<file path="src/rtl/id_ex_stage_if.sv">
// ID/EX stage interface: groups decode inputs, forwarding sources, hazard
// controls and the ALU-facing outputs of the decode-to-execute register.
// master: decode/hazard/forwarding side that drives the stage.
// slave : the id_ex_stage itself.
interface id_ex_stage_if #(
  parameter int DATA_WIDTH     = 32,
  parameter int REG_ADDR_WIDTH = 5
);
  // Hazard control
  logic                      stall;
  logic                      flush;

  // Decoded instruction
  logic                      id_valid;
  logic [DATA_WIDTH-1:0]     id_rd1;
  logic [DATA_WIDTH-1:0]     id_rd2;
  logic [DATA_WIDTH-1:0]     id_imm;
  logic [DATA_WIDTH-1:0]     id_pc;
  logic [REG_ADDR_WIDTH-1:0] id_rs1;
  logic [REG_ADDR_WIDTH-1:0] id_rs2;
  logic [REG_ADDR_WIDTH-1:0] id_rd;
  logic [2:0]                id_aluctrl;
  logic                      id_alusrc;
  logic                      id_regwrite;
  logic                      id_memwrite;
  logic                      id_memread;
  logic                      id_branch;

  // Forwarding sources
  logic                      exm_regwrite;
  logic [REG_ADDR_WIDTH-1:0] exm_rd;
  logic [DATA_WIDTH-1:0]     exm_result;
  logic                      wb_regwrite;
  logic [REG_ADDR_WIDTH-1:0] wb_rd;
  logic [DATA_WIDTH-1:0]     wb_result;

  // Execute-side outputs
  logic [DATA_WIDTH-1:0]     op1;
  logic [DATA_WIDTH-1:0]     op2;
  logic [2:0]                ALUctrl;
  logic [DATA_WIDTH-1:0]     ex_store_data;
  logic [DATA_WIDTH-1:0]     ex_pc;
  logic [REG_ADDR_WIDTH-1:0] ex_rd;
  logic                      ex_valid;
  logic                      ex_regwrite;
  logic                      ex_memwrite;
  logic                      ex_memread;
  logic                      ex_branch;
  logic                      stall_req;

  modport master (
    output stall, flush,
    output id_valid, id_rd1, id_rd2, id_imm, id_pc, id_rs1, id_rs2, id_rd,
    output id_aluctrl, id_alusrc, id_regwrite, id_memwrite, id_memread, id_branch,
    output exm_regwrite, exm_rd, exm_result, wb_regwrite, wb_rd, wb_result,
    input  op1, op2, ALUctrl, ex_store_data, ex_pc, ex_rd, ex_valid,
    input  ex_regwrite, ex_memwrite, ex_memread, ex_branch, stall_req
  );

  modport slave (
    input  stall, flush,
    input  id_valid, id_rd1, id_rd2, id_imm, id_pc, id_rs1, id_rs2, id_rd,
    input  id_aluctrl, id_alusrc, id_regwrite, id_memwrite, id_memread, id_branch,
    input  exm_regwrite, exm_rd, exm_result, wb_regwrite, wb_rd, wb_result,
    output op1, op2, ALUctrl, ex_store_data, ex_pc, ex_rd, ex_valid,
    output ex_regwrite, ex_memwrite, ex_memread, ex_branch, stall_req
  );
endinterface

</file>
<file path="src/rtl/id_ex_stage.sv">
// RV32I decode-to-execute pipeline register. Captures decoded operands and
// control with flush > stall > load priority, forwards EX/MEM and MEM/WB
// results onto the registered operands, and presents op1/op2/ALUctrl to the ALU.
// Optional load-use detection is enabled by defining LOAD_USE_DETECT_EN;
// otherwise stall_req is tied low.
module id_ex_stage #(
  parameter int DATA_WIDTH     = 32,
  parameter int REG_ADDR_WIDTH = 5
) (
  input  logic         clk,
  input  logic         rst_n,
  id_ex_stage_if.slave bus
);

  // Control registers
  logic                      r_valid;
  logic                      r_regwrite;
  logic                      r_memwrite;
  logic                      r_memread;
  logic                      r_branch;
  logic [REG_ADDR_WIDTH-1:0] r_rd;
  logic [2:0]                r_aluctrl;

  // Data registers
  logic [DATA_WIDTH-1:0]     r_rd1;
  logic [DATA_WIDTH-1:0]     r_rd2;
  logic [DATA_WIDTH-1:0]     r_imm;
  logic [DATA_WIDTH-1:0]     r_pc;
  logic [REG_ADDR_WIDTH-1:0] r_rs1;
  logic [REG_ADDR_WIDTH-1:0] r_rs2;
  logic                      r_alusrc;

  // Forwarding
  logic                      w_exm_hit1;
  logic                      w_wb_hit1;
  logic                      w_exm_hit2;
  logic                      w_wb_hit2;
  logic [DATA_WIDTH-1:0]     w_fwd1;
  logic [DATA_WIDTH-1:0]     w_fwd2;
  logic                      w_load_data;
  logic                      w_stall_req;

  // Data fields load on a flush too: the bubble is made harmless by the
  // cleared control path, so the data path only needs a single enable.
  assign w_load_data = bus.flush || !bus.stall;

  // Control path: flush inserts a bubble, stall holds, otherwise capture.
  always_ff @(posedge clk or negedge rst_n) begin
    if (!rst_n) begin
      r_valid    <= 1'b0;
      r_regwrite <= 1'b0;
      r_memwrite <= 1'b0;
      r_memread  <= 1'b0;
      r_branch   <= 1'b0;
      r_rd       <= '0;
      r_aluctrl  <= 3'b000;
    end else if (bus.flush) begin
      r_valid    <= 1'b0;
      r_regwrite <= 1'b0;
      r_memwrite <= 1'b0;
      r_memread  <= 1'b0;
      r_branch   <= 1'b0;
      r_rd       <= '0;
      r_aluctrl  <= 3'b000;
    end else if (!bus.stall) begin
      r_valid    <= bus.id_valid;
      r_regwrite <= bus.id_regwrite;
      r_memwrite <= bus.id_memwrite;
      r_memread  <= bus.id_memread;
      r_branch   <= bus.id_branch;
      r_rd       <= bus.id_rd;
      r_aluctrl  <= bus.id_aluctrl;
    end
  end

  // Data path: operands, immediate, PC and source addresses.
  always_ff @(posedge clk or negedge rst_n) begin
    if (!rst_n) begin
      r_rd1    <= '0;
      r_rd2    <= '0;
      r_imm    <= '0;
      r_pc     <= '0;
      r_rs1    <= '0;
      r_rs2    <= '0;
      r_alusrc <= 1'b0;
    end else if (w_load_data) begin
      r_rd1    <= bus.id_rd1;
      r_rd2    <= bus.id_rd2;
      r_imm    <= bus.id_imm;
      r_pc     <= bus.id_pc;
      r_rs1    <= bus.id_rs1;
      r_rs2    <= bus.id_rs2;
      r_alusrc <= bus.id_alusrc;
    end
  end

  // Hit detection against the live EX/MEM and MEM/WB writers; x0 never matches.
  always_comb begin
    w_exm_hit1 = bus.exm_regwrite && (bus.exm_rd != '0) && (bus.exm_rd == r_rs1);
    w_wb_hit1  = bus.wb_regwrite  && (bus.wb_rd  != '0) && (bus.wb_rd  == r_rs1);
    w_exm_hit2 = bus.exm_regwrite && (bus.exm_rd != '0) && (bus.exm_rd == r_rs2);
    w_wb_hit2  = bus.wb_regwrite  && (bus.wb_rd  != '0) && (bus.wb_rd  == r_rs2);
  end

  // rs1 operand: the younger EX/MEM result takes priority over MEM/WB.
  always_comb begin
    w_fwd1 = r_rd1;
    if (w_exm_hit1) begin
      w_fwd1 = bus.exm_result;
    end else if (w_wb_hit1) begin
      w_fwd1 = bus.wb_result;
    end
  end

  // rs2 operand: same priority as rs1.
  always_comb begin
    w_fwd2 = r_rd2;
    if (w_exm_hit2) begin
      w_fwd2 = bus.exm_result;
    end else if (w_wb_hit2) begin
      w_fwd2 = bus.wb_result;
    end
  end

`ifdef LOAD_USE_DETECT_EN
  // Load in EX whose destination is read by the instruction now in decode.
  always_comb begin
    w_stall_req = r_valid && r_memread && (r_rd != '0) &&
                  ((r_rd == bus.id_rs1) || (r_rd == bus.id_rs2));
  end
`else
  // Load-use hazards are handled outside this stage.
  always_comb begin
    w_stall_req = 1'b0;
  end
`endif

  assign bus.op1           = w_fwd1;
  assign bus.op2           = r_alusrc ? r_imm : w_fwd2;
  assign bus.ALUctrl       = r_aluctrl;
  assign bus.ex_store_data = w_fwd2;
  assign bus.ex_pc         = r_pc;
  assign bus.ex_rd         = r_rd;
  assign bus.ex_valid      = r_valid;
  assign bus.ex_regwrite   = r_regwrite && r_valid;
  assign bus.ex_memwrite   = r_memwrite && r_valid;
  assign bus.ex_memread    = r_memread  && r_valid;
  assign bus.ex_branch     = r_branch   && r_valid;
  assign bus.stall_req     = w_stall_req;

endmodule

</file>
<file path="src/flat_wrapper.sv">
// flat-port wrapper written by rule: the top's interface ports become plain ports
module id_ex_stage_flat 
#(
  parameter int DATA_WIDTH     = 32,
  parameter int REG_ADDR_WIDTH = 5
)
  (clk, rst_n, bus_stall, bus_flush, bus_id_valid, bus_id_rd1, bus_id_rd2, bus_id_imm, bus_id_pc, bus_id_rs1, bus_id_rs2, bus_id_rd, bus_id_aluctrl, bus_id_alusrc, bus_id_regwrite, bus_id_memwrite, bus_id_memread, bus_id_branch, bus_exm_regwrite, bus_exm_rd, bus_exm_result, bus_wb_regwrite, bus_wb_rd, bus_wb_result, bus_op1, bus_op2, bus_ALUctrl, bus_ex_store_data, bus_ex_pc, bus_ex_rd, bus_ex_valid, bus_ex_regwrite, bus_ex_memwrite, bus_ex_memread, bus_ex_branch, bus_stall_req);
  id_ex_stage_if #(.DATA_WIDTH(DATA_WIDTH), .REG_ADDR_WIDTH(REG_ADDR_WIDTH)) bus_i ();
  input  logic clk;
  input  logic rst_n;
  input wire logic [$bits(bus_i.stall)-1:0] bus_stall;
  input wire logic [$bits(bus_i.flush)-1:0] bus_flush;
  input wire logic [$bits(bus_i.id_valid)-1:0] bus_id_valid;
  input wire logic [$bits(bus_i.id_rd1)-1:0] bus_id_rd1;
  input wire logic [$bits(bus_i.id_rd2)-1:0] bus_id_rd2;
  input wire logic [$bits(bus_i.id_imm)-1:0] bus_id_imm;
  input wire logic [$bits(bus_i.id_pc)-1:0] bus_id_pc;
  input wire logic [$bits(bus_i.id_rs1)-1:0] bus_id_rs1;
  input wire logic [$bits(bus_i.id_rs2)-1:0] bus_id_rs2;
  input wire logic [$bits(bus_i.id_rd)-1:0] bus_id_rd;
  input wire logic [$bits(bus_i.id_aluctrl)-1:0] bus_id_aluctrl;
  input wire logic [$bits(bus_i.id_alusrc)-1:0] bus_id_alusrc;
  input wire logic [$bits(bus_i.id_regwrite)-1:0] bus_id_regwrite;
  input wire logic [$bits(bus_i.id_memwrite)-1:0] bus_id_memwrite;
  input wire logic [$bits(bus_i.id_memread)-1:0] bus_id_memread;
  input wire logic [$bits(bus_i.id_branch)-1:0] bus_id_branch;
  input wire logic [$bits(bus_i.exm_regwrite)-1:0] bus_exm_regwrite;
  input wire logic [$bits(bus_i.exm_rd)-1:0] bus_exm_rd;
  input wire logic [$bits(bus_i.exm_result)-1:0] bus_exm_result;
  input wire logic [$bits(bus_i.wb_regwrite)-1:0] bus_wb_regwrite;
  input wire logic [$bits(bus_i.wb_rd)-1:0] bus_wb_rd;
  input wire logic [$bits(bus_i.wb_result)-1:0] bus_wb_result;
  output wire logic [$bits(bus_i.op1)-1:0] bus_op1;
  output wire logic [$bits(bus_i.op2)-1:0] bus_op2;
  output wire logic [$bits(bus_i.ALUctrl)-1:0] bus_ALUctrl;
  output wire logic [$bits(bus_i.ex_store_data)-1:0] bus_ex_store_data;
  output wire logic [$bits(bus_i.ex_pc)-1:0] bus_ex_pc;
  output wire logic [$bits(bus_i.ex_rd)-1:0] bus_ex_rd;
  output wire logic [$bits(bus_i.ex_valid)-1:0] bus_ex_valid;
  output wire logic [$bits(bus_i.ex_regwrite)-1:0] bus_ex_regwrite;
  output wire logic [$bits(bus_i.ex_memwrite)-1:0] bus_ex_memwrite;
  output wire logic [$bits(bus_i.ex_memread)-1:0] bus_ex_memread;
  output wire logic [$bits(bus_i.ex_branch)-1:0] bus_ex_branch;
  output wire logic [$bits(bus_i.stall_req)-1:0] bus_stall_req;
  assign bus_i.stall = bus_stall;
  assign bus_i.flush = bus_flush;
  assign bus_i.id_valid = bus_id_valid;
  assign bus_i.id_rd1 = bus_id_rd1;
  assign bus_i.id_rd2 = bus_id_rd2;
  assign bus_i.id_imm = bus_id_imm;
  assign bus_i.id_pc = bus_id_pc;
  assign bus_i.id_rs1 = bus_id_rs1;
  assign bus_i.id_rs2 = bus_id_rs2;
  assign bus_i.id_rd = bus_id_rd;
  assign bus_i.id_aluctrl = bus_id_aluctrl;
  assign bus_i.id_alusrc = bus_id_alusrc;
  assign bus_i.id_regwrite = bus_id_regwrite;
  assign bus_i.id_memwrite = bus_id_memwrite;
  assign bus_i.id_memread = bus_id_memread;
  assign bus_i.id_branch = bus_id_branch;
  assign bus_i.exm_regwrite = bus_exm_regwrite;
  assign bus_i.exm_rd = bus_exm_rd;
  assign bus_i.exm_result = bus_exm_result;
  assign bus_i.wb_regwrite = bus_wb_regwrite;
  assign bus_i.wb_rd = bus_wb_rd;
  assign bus_i.wb_result = bus_wb_result;
  assign bus_op1 = bus_i.op1;
  assign bus_op2 = bus_i.op2;
  assign bus_ALUctrl = bus_i.ALUctrl;
  assign bus_ex_store_data = bus_i.ex_store_data;
  assign bus_ex_pc = bus_i.ex_pc;
  assign bus_ex_rd = bus_i.ex_rd;
  assign bus_ex_valid = bus_i.ex_valid;
  assign bus_ex_regwrite = bus_i.ex_regwrite;
  assign bus_ex_memwrite = bus_i.ex_memwrite;
  assign bus_ex_memread = bus_i.ex_memread;
  assign bus_ex_branch = bus_i.ex_branch;
  assign bus_stall_req = bus_i.stall_req;
  id_ex_stage #(.DATA_WIDTH(DATA_WIDTH), .REG_ADDR_WIDTH(REG_ADDR_WIDTH)) u_core (.clk(clk), .rst_n(rst_n), .bus(bus_i));
endmodule
</file>
<file path="config.mk">
export PLATFORM = sky130hd
export DESIGN_NAME = id_ex_stage_flat
export DESIGN_NICKNAME = d
export VERILOG_FILES = /design/src/rtl/id_ex_stage_if.sv /design/src/rtl/id_ex_stage.sv /design/src/flat_wrapper.sv
export SDC_FILE = /design/constraint.sdc
export NUM_CORES = 1
export LEC_CHECK = 0
export CAP_MARGIN = 5
export CORE_AREA = 2 2 145 147
export DETAILED_ROUTE_END_ITERATION = 8
export DIE_AREA = 0 0 147 149
export GPL_TIMING_DRIVEN = 1
export MAX_ROUTING_LAYER = met4
export PLACE_DENSITY = 0.78
export SYNTH_ARGS = -nofsm -noshare
export SYNTH_HDL_FRONTEND = slang
export SYNTH_SLANG_ARGS = --single-unit
</file>
<file path="constraint.sdc">
create_clock -name clk -period 7.4 [get_ports clk]
set_input_delay 1.48 -clock clk [delete_from_list [all_inputs] [get_ports clk]]
set_output_delay 1.48 -clock clk [all_outputs]
set_load 0.005 [all_outputs]
</file>
==> results of run 1 <==
area by class of cell:
type / count / area, um^2
Fill cell: 1676 / 7860
Multi-Input combinational cell: 462 / 4140
Timing Repair Buffer: 384 / 3810
Sequential cell: 152 / 3800
Clock buffer: 17 / 425
Tap cell: 275 / 344
Clock inverter: 15 / 166
routing by layer:
metal  share of wire, %  routed length [um]
met2                 49               13000
met1                 42               11100
met3                6.1                1610
met5                  0                   0
met4                3.0                 785
stage by stage:
step | instance area, um^2 | setup slack, ns
5_1_grt | 12700 | 0.961
4_1_cts | 12700 | 1.09
2_1_floorplan | 8180 | 2.91
3_5_place_dp | 12100 | 1.11
3_3_place_gp | 12100 | 1.20
6_report | 12700 | 1.13
worst max-delay path, cell delays in order:
cell and delay [ns]:
clkdlybuf4s50_1 0.47, or4_4 0.59, o211ai_4 0.18, or2_2 0.60, buf_4 0.54, a31oi_2 0.17, mux2_2 0.29, clkdlybuf4s50_1 0.47
how the worst min path moves through the flow:
stage	start	to	slack, ns	cells after the start
after global placement	u_core.r_imm[18]	u_core.r_imm[18]	0.48	1
after global routing	u_core.r_imm[31]	u_core.r_imm[31]	0.51	1
after floorplan	u_core.r_imm[0]	u_core.r_imm[0]	0.47	1
after CTS	u_core.r_rd2[27]	u_core.r_rd2[27]	0.51	1
final	u_core.r_rd1[16]	u_core.r_rd1[16]	0.50	1
after detailed placement	u_core.r_imm[17]	u_core.r_imm[17]	0.49	1
cells in the mapped netlist (all sizes together):
master / instances / area share [%]
or4b: 1 / 0.17
dfrtp: 152 / 46
nand4: 2 / 0.15
xor2: 7 / 0.75
a31oi: 32 / 6.9
nand2b: 1 / 0.077
and2: 4 / 0.31
nor4: 1 / 0.15
nor3: 32 / 2.0
o21ai: 33 / 2.0
conb: 1 / 0.046
xnor2: 13 / 1.4
mux2i: 45 / 5.5
nor2: 46 / 2.1
a21oi: 32 / 2.0
or4: 3 / 0.37
o211a: 1 / 0.12
clkbuf: 30 / 1.4
mux2: 171 / 24
nand3: 33 / 2.0
or2: 1 / 0.077
o211ai: 2 / 0.41
nor4b: 1 / 0.18
buf: 25 / 1.9
power by group:
group	leakage [nW]	switching (mW)	total, mW	internal (mW)
sequential	1.79	0.0479	0.947	0.899
clock	0.270	0.383	0.886	0.503
combinational	2.77	0.226	0.611	0.385
flip-flops by register name, summed over array words and instances (netlist names):
name,flops
u_core.bus.ex_pc,32
u_core.bus.ALUctrl,3
u_core.bus.ex_rd,5
u_core.r_branch,1
u_core.r_regwrite,1
u_core.r_rs2,5
u_core.r_imm,32
u_core.r_rd2,32
u_core.r_alusrc,1
u_core.bus.ex_valid,1
u_core.r_rs1,5
u_core.r_rd1,32
u_core.r_memwrite,1
u_core.r_memread,1
kinds of logic (layout without fill, tap and decap cells):
kind of cell    count (synthesis)  in the layout  synth area share (%)
other cells                     1              1                0.0458
flops                         152            152                  46.5
mux                           216            216                  29.0
compound gates                100            100                  11.4
simple gates                  125            125                  7.57
buf+inv                        55            416                  3.32
xor+xnor                       20             20                  2.14
==> results.py, run 1 <==
metrics = {
    "outcome": {
        "status": "finished, final reports clean",
    },
    "critical_path": {
        "endpoint_kind": "primary output",
        "r2r_slack_ns": 6.10,
        "reg2reg_from": "u_core.r_alusrc",
        "rr_endpoint": "u_core.r_alusrc",
        "critical_path.endpoint": "bus_op2[1]",
        "path_class": "input pin to primary output",
        "start_kind": "input pin",
        "worstPathArrival_ns": 4.79,
        "reg2reg_depth": 1,
        "cp_max_fo": 19,
        "critPathRequiredTime_ns": 5.92,
        "crit_path_start": "bus_exm_rd[1]",
    },
    "synth": {
        "syn_inst": 669,
        "avgSynthCellArea_um2": 12.2,
        "yosysSeqAreaShare_pct": 46.5,
        "yosys_warnings": 0,
        "synth.distinct_cells": 33,
        "ys_ff_latch": 152,
        "syn_area_um2": 8180,
        "syn_nets": 901,
    },
    "finish": {
        "diodes": 0,
        "most-common-layout-cells": "371 x clkdlybuf4s50_1, 171 x mux2_2, 151 x dfrtp_1",
        "final_nets": 1249,
        "final_util_pct": 61.8,
        "final_common_cell": "clkdlybuf4s50_1",
        "instances_no_fill": 1305,
        "drive_above_1_share_pct": 25.0,
        "areaGrowthSynthToFinish_pct": 55.2,
    },
    "global_routing": {
        "grt_use_met1_pct": 29.8,
        "busiest_layer": "met2",
        "grt_pass1_vias": 7311,
        "antenna_found_initial": 0,
        "use_met3_pct": 5.41,
        "grt_max_degree": 88,
        "grt_pass1_wl_um": 40500,
        "overflow": 0,
        "use_met2_pct": 41.3,
        "grt_use_total_pct": 24.8,
    },
    "routing": {
        "antenna_left": 0,
        "drc": 0,
        "drtPass1Iterations": 4,
        "vias": 6808,
        "dr.first_iter.drc_count": 254,
        "drt-vias-per-instance": 5.22,
        "wire_per_inst_um": 20.3,
        "wl_um": 26500,
    },
    "clocking": {
        "cts_root_buf": "clkbuf_16",
        "cts_tree": "yes",
        "cts_buffer_depth": 2,
        "postCtsHoldBufs": 0,
        "cts_num_sinks": 152,
        "path_clk_slew_ns": 0.06,
        "cts_buffers": 17,
        "clk_latency_ns": 0.43,
        "post-cts-setup-buffer-count": 0,
        "cts_resized": 0,
        "htree_num_levels": 4,
    },
    "power_and_ir_drop": {
        "cellPowerDensity_nw_per_um2": 193,
        "vdd_drop_max_v": 0.000167,
        "p_total_mw": 2.44,
        "leakagePower_nw": 4.83,
    },
    "floorplan": {
        "fp-row-count": 53,
        "die_w_um": 147,
        "core_area_um2": 20600,
        "fp.dieH_um": 149,
        "die-area_um2": 21900,
        "start_util_pct": 39.8,
        "io_pins": 374,
    },
    "sta": {
        "slew_headroom_pct": 33.8,
        "rsz0062_at_grt": "no",
        "finalSetupViolations": 0,
        "tns_ns": 0,
        "clock.fmax_ghz": 0.159,
        "drv_slew": 0,
        "worstMarginPinSlew_ns": 0.988,
        "hold_violations": 0,
        "fin_crit_ns": 6.27,
        "period_share_pct": 84.8,
        "timing.hold.ws_ns": 0.504,
        "clock_skew_ns": 0,
    },
    "placement": {
        "placed_cells": 1273,
        "gp_congestion": 0.838,
        "numPortBuffers": 372,
        "dpl.hpwl_um": 19300,
    },
    "flow_run": {
        "max-cap-violations": 0,
    },
    "worst_hold_path": {
        "holdCritPathClass": "register to register",
    },
}
Power figures use the tool's default switching activity.
==> run 2: changes to the inputs <==
- CORE_AREA: 2 2 145 147 -> default
- CORE_UTILIZATION: default -> 38
- DIE_AREA: 0 0 147 149 -> default
- PLACE_DENSITY: 0.78 -> 0.77
- clock period: 7.4 -> 5.1 ns (I/O delays scaled with it)
==> results.py, run 2 (synthesis gave the netlist of run 1 again) <==
metrics = {
    "outcome": {
        "status": "finished, final reports clean",
    },
    "floorplan": {
        "die-area_um2": 22100,
        "io_pins": 374,
        "core_area_um2": 21100,
        "fp-row-count": 53,
        "fp.dieH_um": 149,
        "start_util_pct": 38.8,
        "die_w_um": 149,
    },
    "clocking": {
        "cts_tree": "yes",
        "htree_num_levels": 4,
        "clk_latency_ns": 0.42,
        "postCtsHoldBufs": 0,
        "cts_buffer_depth": 2,
        "path_clk_slew_ns": 0.06,
        "cts_buffers": 17,
        "cts_root_buf": "clkbuf_16",
        "cts_num_sinks": 152,
    },
    "finish": {
        "most-common-layout-cells": "371 x clkdlybuf4s50_1, 171 x mux2_2, 151 x dfrtp_1",
        "final_util_pct": 61.2,
        "multi_input_area_um2": 4140,
        "n_fill_cell": 1761,
        "diodes": 0,
        "areaGrowthSynthToFinish_pct": 57.8,
        "seqCellArea_um2": 3800,
        "final_nets": 1260,
        "final_common_cell": "clkdlybuf4s50_1",
        "drive_above_1_share_pct": 25.7,
    },
    "sta": {
        "drv_slew": 0,
        "period_share_pct": 95.5,
        "fin_crit_ns": 4.87,
        "clock_skew_ns": 0,
        "worstMarginPinSlew_ns": 0.917,
        "finalSetupViolations": 0,
        "slew_headroom_pct": 38.9,
        "hold_violations": 0,
        "tns_ns": 0,
        "rsz0062_at_grt": "no",
        "setup_slack_ns": 0.232,
        "clock.fmax_ghz": 0.205,
    },
    "power_and_ir_drop": {
        "share_seq_of_total_power_pct": 37.9,
        "leakagePower_nw": 4.95,
        "p_switching_mw": 0.997,
        "p_sw_share_pct": 27.5,
        "combPwrFrac_pct": 25.1,
        "vdd_drop_max_v": 0.000227,
        "p_total_mw": 3.63,
        "internal_power_mw": 2.63,
        "cellPowerDensity_nw_per_um2": 281,
        "clock_power_share_pct": 37.0,
    },
    "routing": {
        "drc": 0,
        "drt-vias-per-instance": 5.21,
        "wl_um": 27100,
        "antenna_left": 0,
        "vias": 6857,
        "wire_per_inst_um": 20.6,
        "drtPass1Iterations": 4,
        "dr.first_iter.drc_count": 279,
    },
    "global_routing": {
        "overflow": 0,
        "grt_pass1_wl_um": 41100,
        "antenna_found_initial": 0,
        "grt_pass1_vias": 7342,
        "grt_max_degree": 135,
        "grt_use_total_pct": 25.4,
    },
    "placement": {
        "numPortBuffers": 372,
        "gp_congestion": 0.808,
        "dpl.hpwl_um": 19700,
        "preCtsSetupSlack_ns": 0.0705,
    },
    "critical_path": {
        "worstPathArrival_ns": 3.85,
        "start_kind": "input pin",
        "endpoint_kind": "primary output",
        "crit_path_frequent_cell": "clkdlybuf4s50_1",
        "max_stage_delay_ns": 0.78,
        "critPathRequiredTime_ns": 4.08,
        "path_class": "input pin to primary output",
        "crit_chain": "clkdlybuf4s50_1 > buf_4 > xor2_1 > or4b_4 > o21ai_1 > a31oi_4 > mux2_2 > clkdlybuf4s50_1",
        "cp_max_fo": 32,
        "slowest_stage": "or4b_4",
    },
    "worst_hold_path": {
        "holdCritPathClass": "register to register",
    },
    "flow_run": {
        "max-cap-violations": 0,
    },
}
## run 2: changes by cell type in the layout (fill, tap and decap cells not counted), moves of 2 or more
cell / change
clkinvlp_4: -4
buf_4: +4
inv_6: -2
buf_12: +7
clkinv_8: +3
inv_8: +4
## run 2: routing by layer
layer | wire [um] | share of wire, % | global-route usage (%)
met2 | 14000 | 52 | 44.6
met5 | 0 | 0 | -
met3 | 1770 | 6.5 | 5.14
met4 | 534 | 2.0 | 7.19
met1 | 10800 | 40 | 29.4
## run 2: worst paths after layout
check | from | to | depth (start not counted) | slack (ns)
min in group asynchronous | rst_n | u_core.bus.ex_pc[26] | 1 | 0.58
hold / removal | u_core.r_imm[0] | u_core.r_imm[0] | 1 | 0.50
max in group asynchronous | rst_n | u_core.r_rs1[0] | 2 | 3.60
hold reg to reg | u_core.r_imm[0] | u_core.r_imm[0] | 1 | 0.50
setup / recovery | bus_wb_rd[3] | bus_op2[21] | 8 | 0.23
setup reg to reg | u_core.r_alusrc | u_core.r_alusrc | 1 | 3.78
## run 2: per-stage QoR
stage	hold slack (ns)	instance area, um^2	cells
final	0.503	12900	1316
after global placement	0.483	12200	1281
after floorplan	0.475	8180	669
after CTS	0.507	12900	1313
after global routing	0.519	12900	1316
after detailed placement	0.491	12200	1281
## run 2: power by group through the flow
| stage | clock, mW | sequential (mW) | combinational [mW] |
|---|---|---|---|
| final | 1.34 | 1.37 | 0.908 |
| after global routing | 1.43 | 1.39 | 0.970 |
| after CTS | 1.37 | 1.37 | 0.915 |
| after detailed placement | 0 | 1.40 | 0.909 |
| after global placement | 0 | 1.39 | 0.900 |
| after floorplan | 0 | 1.37 | 0.370 |
## run 2: area by class of cell
type                    instances  area share, %
repair buffers                395           30.9
multi-input cells             462           32.1
clock buffers                  17           3.30
flip-flops and latches        152           29.5
clock inverters                15           1.58
well taps                     275           2.67
## run 2: critical path, delay by kind of cell
family | cells | cell delay [ns]
buffers and inverters | 3 | 1.07
and+or+nand+nor | 1 | 0.78
AOI/OAI and AO/OA | 2 | 0.52
muxes | 1 | 0.27
xor gates and xnor gates | 1 | 0.17
## run 2: repair_timing
| item | 4_1_cts | 5_1_grt |
|---|---|---|
| setup endpoints to repair | 0 | 6 |
| endpoints found under the hold margin | 0 | 0 |
| gates resized for setup | 0 | 0 |
| setup buffers | 0 | 3 |
==> run 3: changes to the inputs <==
- CTS_CLUSTER_SIZE: default -> 28
==> results of run 3 <==
The final DEF is identical to that of run 2; final timing and power are the same.
==> RTL edit, RTL diff (settings of run 1) <==
`REG_ADDR_WIDTH` is set to 5 in 3 places; all go to 6.
--- a/src/rtl/id_ex_stage_if.sv
+++ b/src/rtl/id_ex_stage_if.sv
@@ -4,7 +4,7 @@
 // slave : the id_ex_stage itself.
 interface id_ex_stage_if #(
   parameter int DATA_WIDTH     = 32,
-  parameter int REG_ADDR_WIDTH = 5
+  parameter int REG_ADDR_WIDTH = 6
 );
   // Hazard control
   logic                      stall;
--- a/src/rtl/id_ex_stage.sv
+++ b/src/rtl/id_ex_stage.sv
@@ -5,7 +5,7 @@
 // otherwise stall_req is tied low.
 module id_ex_stage #(
   parameter int DATA_WIDTH     = 32,
-  parameter int REG_ADDR_WIDTH = 5
+  parameter int REG_ADDR_WIDTH = 6
 ) (
   input  logic         clk,
   input  logic         rst_n,
--- a/src/flat_wrapper.sv
+++ b/src/flat_wrapper.sv
@@ -2,7 +2,7 @@
 module id_ex_stage_flat 
 #(
   parameter int DATA_WIDTH     = 32,
-  parameter int REG_ADDR_WIDTH = 5
+  parameter int REG_ADDR_WIDTH = 6
 )
   (clk, rst_n, bus_stall, bus_flush, bus_id_valid, bus_id_rd1, bus_id_rd2, bus_id_imm, bus_id_pc, bus_id_rs1, bus_id_rs2, bus_id_rd, bus_id_aluctrl, bus_id_alusrc, bus_id_regwrite, bus_id_memwrite, bus_id_memread, bus_id_branch, bus_exm_regwrite, bus_exm_rd, bus_exm_result, bus_wb_regwrite, bus_wb_rd, bus_wb_result, bus_op1, bus_op2, bus_ALUctrl, bus_ex_store_data, bus_ex_pc, bus_ex_rd, bus_ex_valid, bus_ex_regwrite, bus_ex_memwrite, bus_ex_memread, bus_ex_branch, bus_stall_req);
   id_ex_stage_if #(.DATA_WIDTH(DATA_WIDTH), .REG_ADDR_WIDTH(REG_ADDR_WIDTH)) bus_i ();
Interface: changed (6 resized); port bits go from 374 to 380. The function was not compared with the original's and may differ.
==> RTL edit against run 1 <==
  * Combinational power decreased by 11%
  * Fmax decreased by 1.1%
  * Total power decreased by 2.4%
  * Worst setup slack got worse by 69 ps
  * Non-clock buffer count increased by 4
  * Cell area decreased by 1.1%
  * Synthesized area decreased by 2.2%
  * Core utilization decreased by 0.67 points
  * Sequential cell count increased by 3
  * Critical path depth decreased by 1
  * Final cell count increased by 3.7%
  * Routed wire length increased by 1.3%
  * Sequential power increased by 2.5%
  * Critical endpoint is now bus_op2[22]
==> RTL edit: results (changes against run 1) <==
combinational cell fraction of total power=22.9% (-2.1 points); post-DR wirelength/cell=19.84 um (-2.3%); HPWL after detailed placement=19.40 mm (+0.55%); final-layout clock buffer total=17 (unchanged); slew at the pin closest to its max-slew limit=1240 ps (+252.8 ps); count of inserted antenna diode cells=1 (+1); global-route track usage on met1=30.55% (+0.72 points); arrival time of data at the critical path endpoint=4860 ps (+70 ps); met3 routed wirelength=1.697 mm (+5.5%); grt met3 use=5.015% (-0.40 points); wl on met1=11.12 mm (-0.14%); mean instance size in the synthesized netlist=11.20 um^2 (-8.4%); grt met2 use=40.26% (-1.0 points); Netlist cell types=31 (-6.1%); register bit count reported by yosys=155 (+2.0%); detailed-router iteration count before antenna repair=6 (+2); cell area after layout=12560 um^2 (-1.1%); buffers outside the clock class=388 (+1.0%); Pleak=0.005099 uW (+5.6%); count of port buffers added during placement=378 (+1.6%); maximum number of pins on one net before global-route repair=90 (+2.3%); Setup WS pre-CTS=1067 ps (-47.39 ps); cell types with the largest area share after synthesis=dfrtp_1 48%, mux2_2 20%, mux2i_1 5.8%; global placement routability congestion=0.8788 (+4.8%); post-synthesis sequential area ratio=48.50% (+2.0 points); post-detailed-placement cell area=11980 um^2 (-1.1%); status=finished, final reports clean; Total Routing Usage GR=24.89% (+0.11 points); clock share of power=36.4% (about the same); first-pass GRT wire length=41.00 mm (+1.2%); count of filler cells inserted in the layout=1694 (+1.1%); cell internal power dissipation=1746 uW (-2.3%); number of antenna violations at the first check in global routing=1 (+1); max layer used=met4; count of multi-input gates=502 (+8.7%); Post-Place Cells=1320 (+3.7%); initial detailed-routing violation count=332 (+31%); crit path max fanout=32 (+13); fraction of layout instances using a drive strength above 1=18.11% (-6.8 points); worst supply voltage drop on vdd=0.1447 mV (-13%); met2 routed WL=12.99 mm (+0.30%); Inverters excl. clock=0 (unchanged); non-clock buffer contribution to total cell area=30.93% (+0.89 points); CP max stage delay=670 ps (+70 ps); number of cells in the finished layout apart from fillers=1353 (+3.7%); power consumed by combinational cells=546 uW (-11%)
==> RTL edit: final timing paths <==
kind	from	to	slack (ps)	cells after the start
setup / recovery	bus_wb_rd[5]	bus_op2[22]	1060	7
hold / removal	u_core.r_imm[27]	u_core.r_imm[27]	510	1
setup reg to reg	u_core.r_alusrc	u_core.r_alusrc	5820	1
hold reg to reg	u_core.r_imm[27]	u_core.r_imm[27]	510	1
max in group asynchronous	rst_n	u_core.r_rd2[5]	4780	2
min in group asynchronous	rst_n	u_core.r_imm[13]	1070	1
==> RTL edit: cells by family after synthesis <==
group | after synthesis | synth area share, %
multiplexers | 187 | 25.61
AND/OR/NAND/NOR | 192 | 10.76
flip-flops | 155 | 48.50
other | 1 | 0.04689
XOR/XNOR | 24 | 2.628
buffers and inverters | 57 | 3.598
AO/OA/AOI/OAI | 98 | 8.855
==> RTL edit: worst max-delay path: cells and delay by family <==
family | cells | cell delay [ps]
AND/OR/NAND/NOR | 2 | 1210
buffers and inverters | 2 | 1030
AO/OA/AOI/OAI | 3 | 1120
